File: src/rtl/kfps2kb_receive_controller.sv
// PS/2 keyboard receive sequencer and scan-byte FIFO for the XT port.
// Ports: clock, reset_n, peripheral_clock, enable, rx_*, read_strobe,
//   clear_buffer in; data_out, data_valid, irq, buffer_level, overrun,
//   keyboard_clock_inhibit, receiver_reset out.
// Build option: KFPS2KB_OVERRUN_CODE_EN replaces the newest entry with
//   8'hFF when a byte arrives while the FIFO is full.
module kfps2kb_receive_controller #(
  parameter int          DEPTH         = 16,
  parameter int          LEVEL_WIDTH   = 5,
  parameter logic [15:0] INHIBIT_TICKS = 16'd100
) (
  input  logic                   clock,
  input  logic                   reset_n,
  input  logic                   peripheral_clock,
  input  logic                   enable,
  input  logic [7:0]             rx_data,
  input  logic                   rx_received,
  input  logic                   rx_error,
  input  logic                   read_strobe,
  input  logic                   clear_buffer,
  output logic [7:0]             data_out,
  output logic                   data_valid,
  output logic                   irq,
  output logic [LEVEL_WIDTH-1:0] buffer_level,
  output logic                   overrun,
  output logic                   keyboard_clock_inhibit,
  output logic                   receiver_reset
);

  localparam int PTR_W = $clog2(DEPTH);

  typedef enum logic [1:0] {
    ST_INHIBIT,
    ST_RUN,
    ST_ERROR
  } state_t;

  state_t state;

  logic [2:0]             pclk_sync;
  logic                   tick;
  logic [15:0]            tick_count;
  logic [7:0]             mem [DEPTH];
  logic [PTR_W-1:0]       wr_ptr;
  logic [PTR_W-1:0]       rd_ptr;
  logic [LEVEL_WIDTH-1:0] level;
  logic [LEVEL_WIDTH-1:0] level_next;
  logic                   full;
  logic                   full_next;
  logic                   pop;
  logic                   push;
  logic                   drop;

  // Two sync flops plus one history flop for rising-edge detect.
  always_ff @(posedge clock) begin
    if (!reset_n) begin
      pclk_sync <= '0;
    end else begin
      pclk_sync <= {pclk_sync[1:0], peripheral_clock};
    end
  end

  assign tick = pclk_sync[1] & ~pclk_sync[2];

  assign full       = level == LEVEL_WIDTH'(DEPTH);
  assign data_valid = level != '0;
  assign pop        = read_strobe & data_valid;
  // A pop frees a slot in the same cycle, so a full FIFO still accepts.
  assign push       = rx_received & (~full | pop);
  assign drop       = rx_received & full & ~pop;

  always_comb begin
    level_next = level;
    if (clear_buffer) begin
      level_next = '0;
    end else if (push & ~pop) begin
      level_next = level + 1'b1;
    end else if (pop & ~push) begin
      level_next = level - 1'b1;
    end
  end

  assign full_next = level_next == LEVEL_WIDTH'(DEPTH);

  always_ff @(posedge clock) begin
    if (!reset_n) begin
      wr_ptr  <= '0;
      rd_ptr  <= '0;
      level   <= '0;
      overrun <= 1'b0;
    end else begin
      level <= level_next;
      if (clear_buffer) begin
        wr_ptr  <= '0;
        rd_ptr  <= '0;
        overrun <= 1'b0;
      end else begin
        if (push) wr_ptr <= wr_ptr + 1'b1;
        if (pop)  rd_ptr <= rd_ptr + 1'b1;
        if (drop) overrun <= 1'b1;
      end
    end
  end

  always_ff @(posedge clock) begin
    if (push & ~clear_buffer) begin
      mem[wr_ptr] <= rx_data;
    end
`ifdef KFPS2KB_OVERRUN_CODE_EN
    else if (drop & ~clear_buffer) begin
      mem[PTR_W'(wr_ptr - 1'b1)] <= 8'hFF;
    end
`endif
  end

  assign data_out     = mem[rd_ptr];
  assign buffer_level = level;
  assign irq          = data_valid & enable;

  always_ff @(posedge clock) begin
    if (!reset_n) begin
      state                  <= ST_INHIBIT;
      tick_count             <= '0;
      keyboard_clock_inhibit <= 1'b1;
      receiver_reset         <= 1'b1;
    end else begin
      receiver_reset <= 1'b0;
      unique case (state)
        ST_INHIBIT: begin
          keyboard_clock_inhibit <= 1'b1;
          if (tick_count >= INHIBIT_TICKS && enable && !full) begin
            state                  <= ST_RUN;
            keyboard_clock_inhibit <= 1'b0;
          end else if (tick && tick_count < INHIBIT_TICKS) begin
            tick_count <= tick_count + 1'b1;
          end
        end
        ST_RUN: begin
          if (rx_error) begin
            state                  <= ST_ERROR;
            receiver_reset         <= 1'b1;
            keyboard_clock_inhibit <= 1'b1;
          end else if (!enable || full_next) begin
            state                  <= ST_INHIBIT;
            tick_count             <= '0;
            keyboard_clock_inhibit <= 1'b1;
          end else begin
            keyboard_clock_inhibit <= 1'b0;
          end
        end
        ST_ERROR: begin
          state                  <= ST_INHIBIT;
          tick_count             <= '0;
          keyboard_clock_inhibit <= 1'b1;
        end
        default: begin
          state                  <= ST_INHIBIT;
          tick_count             <= '0;
          keyboard_clock_inhibit <= 1'b1;
        end
      endcase
    end
  end

endmodule

File: config.mk
export PLATFORM = sky130hd
export DESIGN_NAME = kfps2kb_receive_controller
export DESIGN_NICKNAME = d
export VERILOG_FILES = /design/src/rtl/kfps2kb_receive_controller.sv
export SDC_FILE = /design/constraint.sdc
export NUM_CORES = 1
export LEC_CHECK = 0
export ABC_AREA = 1
export CAP_MARGIN = 20
export CORE_ASPECT_RATIO = 0.9
export CORE_MARGIN = 2
export CORE_UTILIZATION = 54
export CTS_CLUSTER_DIAMETER = 100
export DETAILED_ROUTE_END_ITERATION = 6
export PLACE_DENSITY = 0.75
export RECOVER_POWER = 100
export SLEW_MARGIN = 10
export SYNTH_ARGS = -nofsm -noshare
export SYNTH_HDL_FRONTEND = slang
export SYNTH_SLANG_ARGS = --single-unit
export TNS_END_PERCENT = 50
File: constraint.sdc
create_clock -name clock -period 2.41 [get_ports clock]
set_clock_uncertainty 0.2 [all_clocks]
set_input_delay 0.482 -clock clock [delete_from_list [all_inputs] [get_ports clock]]
set_output_delay 0.482 -clock clock [all_outputs]
set_load 0.005 [all_outputs]
==> flow_summary_export.csv, run 1 <==
group,metric,value,unit
detailed_routing,first_pass_iters,5,
cts,ctsHtreeMaxLevel,4,
run_status,violations,"setup timing",
die,die_h,113.6,um
logic_synthesis,synth_top_area_share,0.5331,
sta,fin_crit_sh,1.105,
setup_path,rr_startpoint,"buffer_level[0]",
sta,hold_ws,0.2327,ns
setup_path,critPathTopFamily,"compound AO/OA/AOI/OAI gates",
sta,min_period,2.662,ns
logic_synthesis,async_flop_share,0,
logic_synthesis,ys_types,41,
detailed_routing,wirelength,16610,um
logic_synthesis,synth-edff-count,128,
detailed_routing,antenna_left,0,
hold_path,hp-start,"pclk_sync[1]",
cts,clk_latency,0.43,ns
finish,n_fill_cell,934,
grt,grt_pass1_wl,26300,um
setup_path,worstPathCellList,"buf_12 -> buf_4 -> a21oi_1 -> o21ai_2 -> o21ai_1 -> o211ai_1 -> nand2_1 -> buf_2",
setup_path,slowest_stage,"dfxtp_4",
sta,hold_violations,0,
logic_synthesis,synth-seq-cells,169,
place,gp_congestion,0.8310,
cts,clockBufferDepth,2,
detailed_routing,vias,5110,
cts,cts_tree,"yes",
setup_path,cp-end-kind,"primary output",
logic_synthesis,synth_area,0.007209,mm2
pwr,power_leakage,0.003333,uW
pwr,powerDensity,711.3,mW/mm2
cts,clk_pin_slew_worst_paths,0.06,ns
logic_synthesis,synthFlopType,"edfxtp_1",
grt,grt_overflow_total,0,
detailed_routing,viasPerCell,5.659,
sta,relSlewSlack,0.4630,
finish,drive_gt1_frac,0.2163,
die,dieWidth,125.8,um
place,hpwl,9788,um
sta,worst_pin_slew,0.8028,ns
die,dieArea,0.01429,mm2
job,drv_cap,0,
logic_synthesis,ys.warnings.count,0,
cts,numCtsBuffers,17,
sta,rsz0062_at_grt,"yes",
pwr,vdd_drop_max,0.0004979,V
die,start_util,0.5456,
cts,cts.sinks,169,
finish,post-route-util,0.6810,
setup_path,worst_ep_required_time,1.73,ns
detailed_routing,wl_per_cell,18.39,um
logic_synthesis,syn-num-nets,658,
finish,area_delta_synth_final,24.80,%
sta,slew_violations,0,
logic_synthesis,synth_seq_area_share,0.6470,
setup_path,arrival,1.98,ns
sta,max_freq,375.6,MHz
place,portBuffers,33,
sta,setup_violations,85,
logic_synthesis,synth_area_leader_cell,"edfxtp_1",
die,core-area,0.01321,mm2
logic_synthesis,avgSynthCellArea,11.39,um2
detailed_routing,detail_route.drc_violations,0,
finish,fin_nets,747,
setup_path,path_buf_inv,3,
die,row_count,40,
die,ios,34,
setup_path,worst-setup-path-type,"reg -> out",
grt,grt_pass1_vias,4993,
grt,grt_max_degree,33,
setup_path,crit_fanout,7,
run_status,status,"complete, but fails checks",
detailed_routing,drtIter0Drc,521,
setup_path,slowest_delay,0.41,ns
sta,setup_slack,-0.2524,ns
hold_path,min_path_type,"reg -> reg",
finish,antenna_cells,0,
grt,antenna_found_initial,0,
logic_synthesis,synthTopCellsByArea,"edfxtp_1, dfxtp_1, mux2i_1",
setup_path,startpoint_type,"flip-flop",
grt,track_usage,0.2415,
logic_synthesis,syn_inst,633,
cts,cts-root-buf,"clkbuf_16",
## tightest hold or removal path: stages (launching register included)
cell and delay, ns:
dfxtp_1 0.31, nand2_1 0.05, inv_1 0.03
## metal layers
metal / vias up / track usage / part of all wire
met5: - / 0 / 0
met4: 0 / 0.09963 / 0.024
met3: 27 / 0.06004 / 0.066
met2: 206 / 0.4014 / 0.49
met1: 2465 / 0.3068 / 0.42
li1: 2412 / - / -
## power breakdown
part / internal, uW / switching, uW / total (uW)
Clock: 1510 / 1100 / 2610
Sequential: 3160 / 25.2 / 3180
Combinational: 269 / 333 / 602
## layout by cell type, fill, tap and decap left out, drive strengths merged, types with 2 or more instances in the layout
cell and instances:
a21oi 47, buf 65, bufinv 2, clkbuf 26, clkdlybuf4s50 9, clkinv 9, clkinvlp 3, dfxtp 41
dlygate4sd3 14, dlymetal6s2s 2, edfxtp 128, ha 9, inv 75, mux2i 32, nand2 77, nand3 35
nand3b 2, nand4 8, nor2 53, nor3 7, o211ai 33, o21ai 49
## repair_timing
action                                 CTS  global route
pin swaps                               31            15
setup buffers                           16             3
setup endpoints to repair               10            99
cloned                                   6             2
endpoints found under the hold margin    0             0
hold buffers                             0             0
gates resized for setup                100            18
## layout make-up
cell class	instances	area [um2]	area share
clock buffers	19	432.9	0.04812
clock inverters	13	128.9	0.01432
inverters	76	286.5	0.03185
multi-input cells	361	2260	0.2511
flip-flops and latches	169	4669	0.5190
well taps	168	210.2	0.02336
repair buffers	97	1010	0.1122
## registers in the layout (all words and copies together), names as in the netlist, named ones only
signal / flops
keyboard_clock_inhibit: 1
state: 2
buffer_level: 5
tick_count: 16
overrun: 1
mem: 128
wr_ptr: 4
rd_ptr: 4
receiver_reset: 1
pclk_sync: 3
## cells in the mapped netlist, types with 2 or more instances
cell        n
buf_6       2
nand3b_1    2
o21ai_1     2
a21oi_2     7
nor3_1      7
buf_1       4
ha_1        9
nand2_2     3
mux2i_1    32
clkbuf_1   18
a21oi_1    40
inv_1      73
nand4_1     8
nand3_1    24
nand3_4     3
o21ai_0    46
dfxtp_1    41
nand3_2     7
buf_2       2
o211ai_1   33
edfxtp_1  128
nor2_1     51
nand2_1    73
## metrics by stage
step / area (um2) / cells / setup TNS, ns / power, uW / setup slack (ns)
floorplan: 7209 / 633 / -1.239 / 3521 / -0.03872
global placement: 7953 / 845 / -11.07 / 3727 / -0.1576
detailed placement: 7953 / 845 / -20.12 / 3743 / -0.2111
CTS: 8940 / 898 / -1.444 / 6408 / -0.2026
global route: 8997 / 903 / -33.02 / 6598 / -0.3042
finish: 8997 / 903 / -3.438 / 6400 / -0.2524
## worst paths after layout
check,endpoint,slack [ns],depth (start not counted)
worst max register to register,tick_count[0],-0.10,15
worst min-delay path,pclk_sync[2],0.23,2
worst min register to register,pclk_sync[2],0.23,2
worst max-delay path,data_out[1],-0.25,8
## kinds of logic (layout without fill, tap and decap cells)
kind of cell    count (synthesis)  count (layout)  share of synthesized area
compound gates                134             134                     0.1104
buf+inv                       104             205                    0.05970
fa+ha+maj                       9               9                    0.01562
simple gates                  183             184                     0.1204
xor+xnor                        2               2                   0.002430
mux                            32              32                    0.04443
flops                         169             169                     0.6470
(Power assumes the default switching activity.)
==> run 2, diff against run 1 <==
- CTS_CLUSTER_DIAMETER: 100 -> unset
- TNS_END_PERCENT: 50 -> unset
==> run 2 against run 1 <==
Effect of this change: the run still ends with setup timing left; combinational power decreased by 1%; register-to-register slack better by 0.03 ns; clock power is essentially flat; critical endpoint unchanged.
==> flow_summary_export.csv, run 2 (synthesis gave the netlist of run 1 again) <==
group,metric,value,unit
cts,clk_latency,0.43,ns
die,ios,34,
grt,grt_util_met2,0.4007,
sta,hold_violations,0,
sta,relSlewSlack,0.4770,
cts,cts_tree,"yes",
die,start_util,0.5456,
grt,grt_pass1_vias,5007,
sta,min_period,2.641,ns
cts,numCtsBuffers,17,
finish,regMostFlops,"mem",
job,drv_cap,0,
detailed_routing,wirelength,16720,um
setup_path,startpoint_type,"flip-flop",
place,preCtsSetupSlack,-0.2111,ns
cts,clk_pin_slew_worst_paths,0.06,ns
pwr,total_power,6393,uW
setup_path,worstPathCellList,"buf_12 -> buf_4 -> a21oi_1 -> o21ai_2 -> o21ai_1 -> o211ai_1 -> nand2_1 -> buf_2",
die,dieWidth,125.8,um
run_status,violations,"setup timing",
finish,antenna_cells,0,
detailed_routing,antenna_left,0,
finish,final_cell_mix,"edfxtp_1, nand2_1, inv_1",
setup_path,rr_startpoint,"buffer_level[0]",
cts,cts.sinks,169,
place,gp_congestion,0.8310,
pwr,powerDensity,710.0,mW/mm2
sta,setup_slack,-0.2307,ns
die,dieArea,0.01429,mm2
pwr,vdd_drop_max,0.0004974,V
finish,fin_nets,747,
sta,slew_violations,0,
setup_path,arrival,1.96,ns
finish,largest_reg_flops,128,
detailed_routing,drtIter0Drc,514,
detailed_routing,first_pass_iters,5,
finish,drive_gt1_frac,0.2190,
grt,use_met1,0.3074,
setup_path,worst-setup-path-type,"reg -> out",
detailed_routing,detail_route.drc_violations,0,
sta,worst_pin_slew,0.7820,ns
finish,post-route-util,0.6815,
hold_path,hp-start,"pclk_sync[1]",
sta,setup_violations,16,
detailed_routing,viasPerCell,5.629,
run_status,status,"complete, but fails checks",
setup_path,slowest_delay,0.41,ns
finish,final_cell_count_no_fill,903,
die,row_count,40,
grt,grt_overflow_total,0,
cts,ctsHtreeMaxLevel,4,
hold_path,min_path_type,"reg -> reg",
cts,cts-root-buf,"clkbuf_16",
setup_path,cp-end-kind,"primary output",
place,post-place-cells,845,
setup_path,slowest_stage,"dfxtp_4",
grt,grtUsageMet3,0.06004,
grt,grt_busiest_layer,"met2",
sta,max_freq,378.7,MHz
sta,rsz0062_at_grt,"yes",
grt,track_usage,0.2415,
setup_path,worst_ep_required_time,1.73,ns
die,core-area,0.01321,mm2
setup_path,crit_fanout,7,
grt,grt_pass1_wl,26320,um
detailed_routing,vias,5083,
grt,antenna_found_initial,0,
finish,area_delta_synth_final,24.90,%
place,hpwl,9788,um
finish,final_common_cell,"edfxtp_1",
place,portBuffers,33,
place,placed_cell_area,0.007953,mm2
finish,final_area,0.009005,mm2
die,die_h,113.6,um
cts,clockBufferDepth,2,
grt,grt_max_degree,33,
sta,fin_crit_sh,1.096,
pwr,power_leakage,0.003311,uW
detailed_routing,wl_per_cell,18.51,um
## run 2: through the flow
stage	TNS (ns)	hold WS, ns
after detailed placement	-20.12	0.2242
after global placement	-11.07	0.2010
after CTS	-1.394	0.2372
after global routing	-13.87	0.2542
final	-1.747	0.2329
after floorplan	-1.239	0.1905
## run 2: repair_timing
action / in CTS / in global routing
setup buffers: 17 / 0
cloned: 6 / 4
endpoints found under the hold margin: 0 / 0
gates resized for setup: 101 / 18
pin swaps: 32 / 15
endpoints found under the setup margin: 10 / 46
hold buffers: 0 / 0
## run 2: worst paths after layout
path / to / slack [ns] / cells past startpoint
hold reg to reg: pclk_sync[2] / 0.23 / 2
setup / recovery: data_out[1] / -0.23 / 8
hold / removal: pclk_sync[2] / 0.23 / 2
setup reg to reg: tick_count[3] / -0.07 / 14
## run 2: report_power, final
part           switching (uW)  leakage, uW  internal (uW)  total (uW)
combinational             330      0.00155            265         594
sequential               25.3      0.00149           3160        3180
clock                    1100     0.000268           1510        2610
## run 2: final cells by class
cell class,count,area [um2]
Clock buffer,19,432.9
Clock inverter,13,128.9
Fill cell,933,4208
Inverter,76,286.5
Multi-Input combinational cell,363,2283
Sequential cell,169,4671
Tap cell,168,210.2
Timing Repair Buffer,95,992.2
## run 2: worst max-delay path: cells and delay by family (launching register included)
family	cells	cell delay (ns)
flip-flops	1	0.41
buffers and inverters	3	0.40
AO/OA/AOI/OAI	4	0.59
AND/OR/NAND/NOR	1	0.14
## run 2: per-layer routing
metal / wire (um) / vias up
met4: 414 / 0
met3: 935 / 29
met2: 8245 / 170
li1: - / 2416
met1: 7120 / 2468
met5: 0 / -
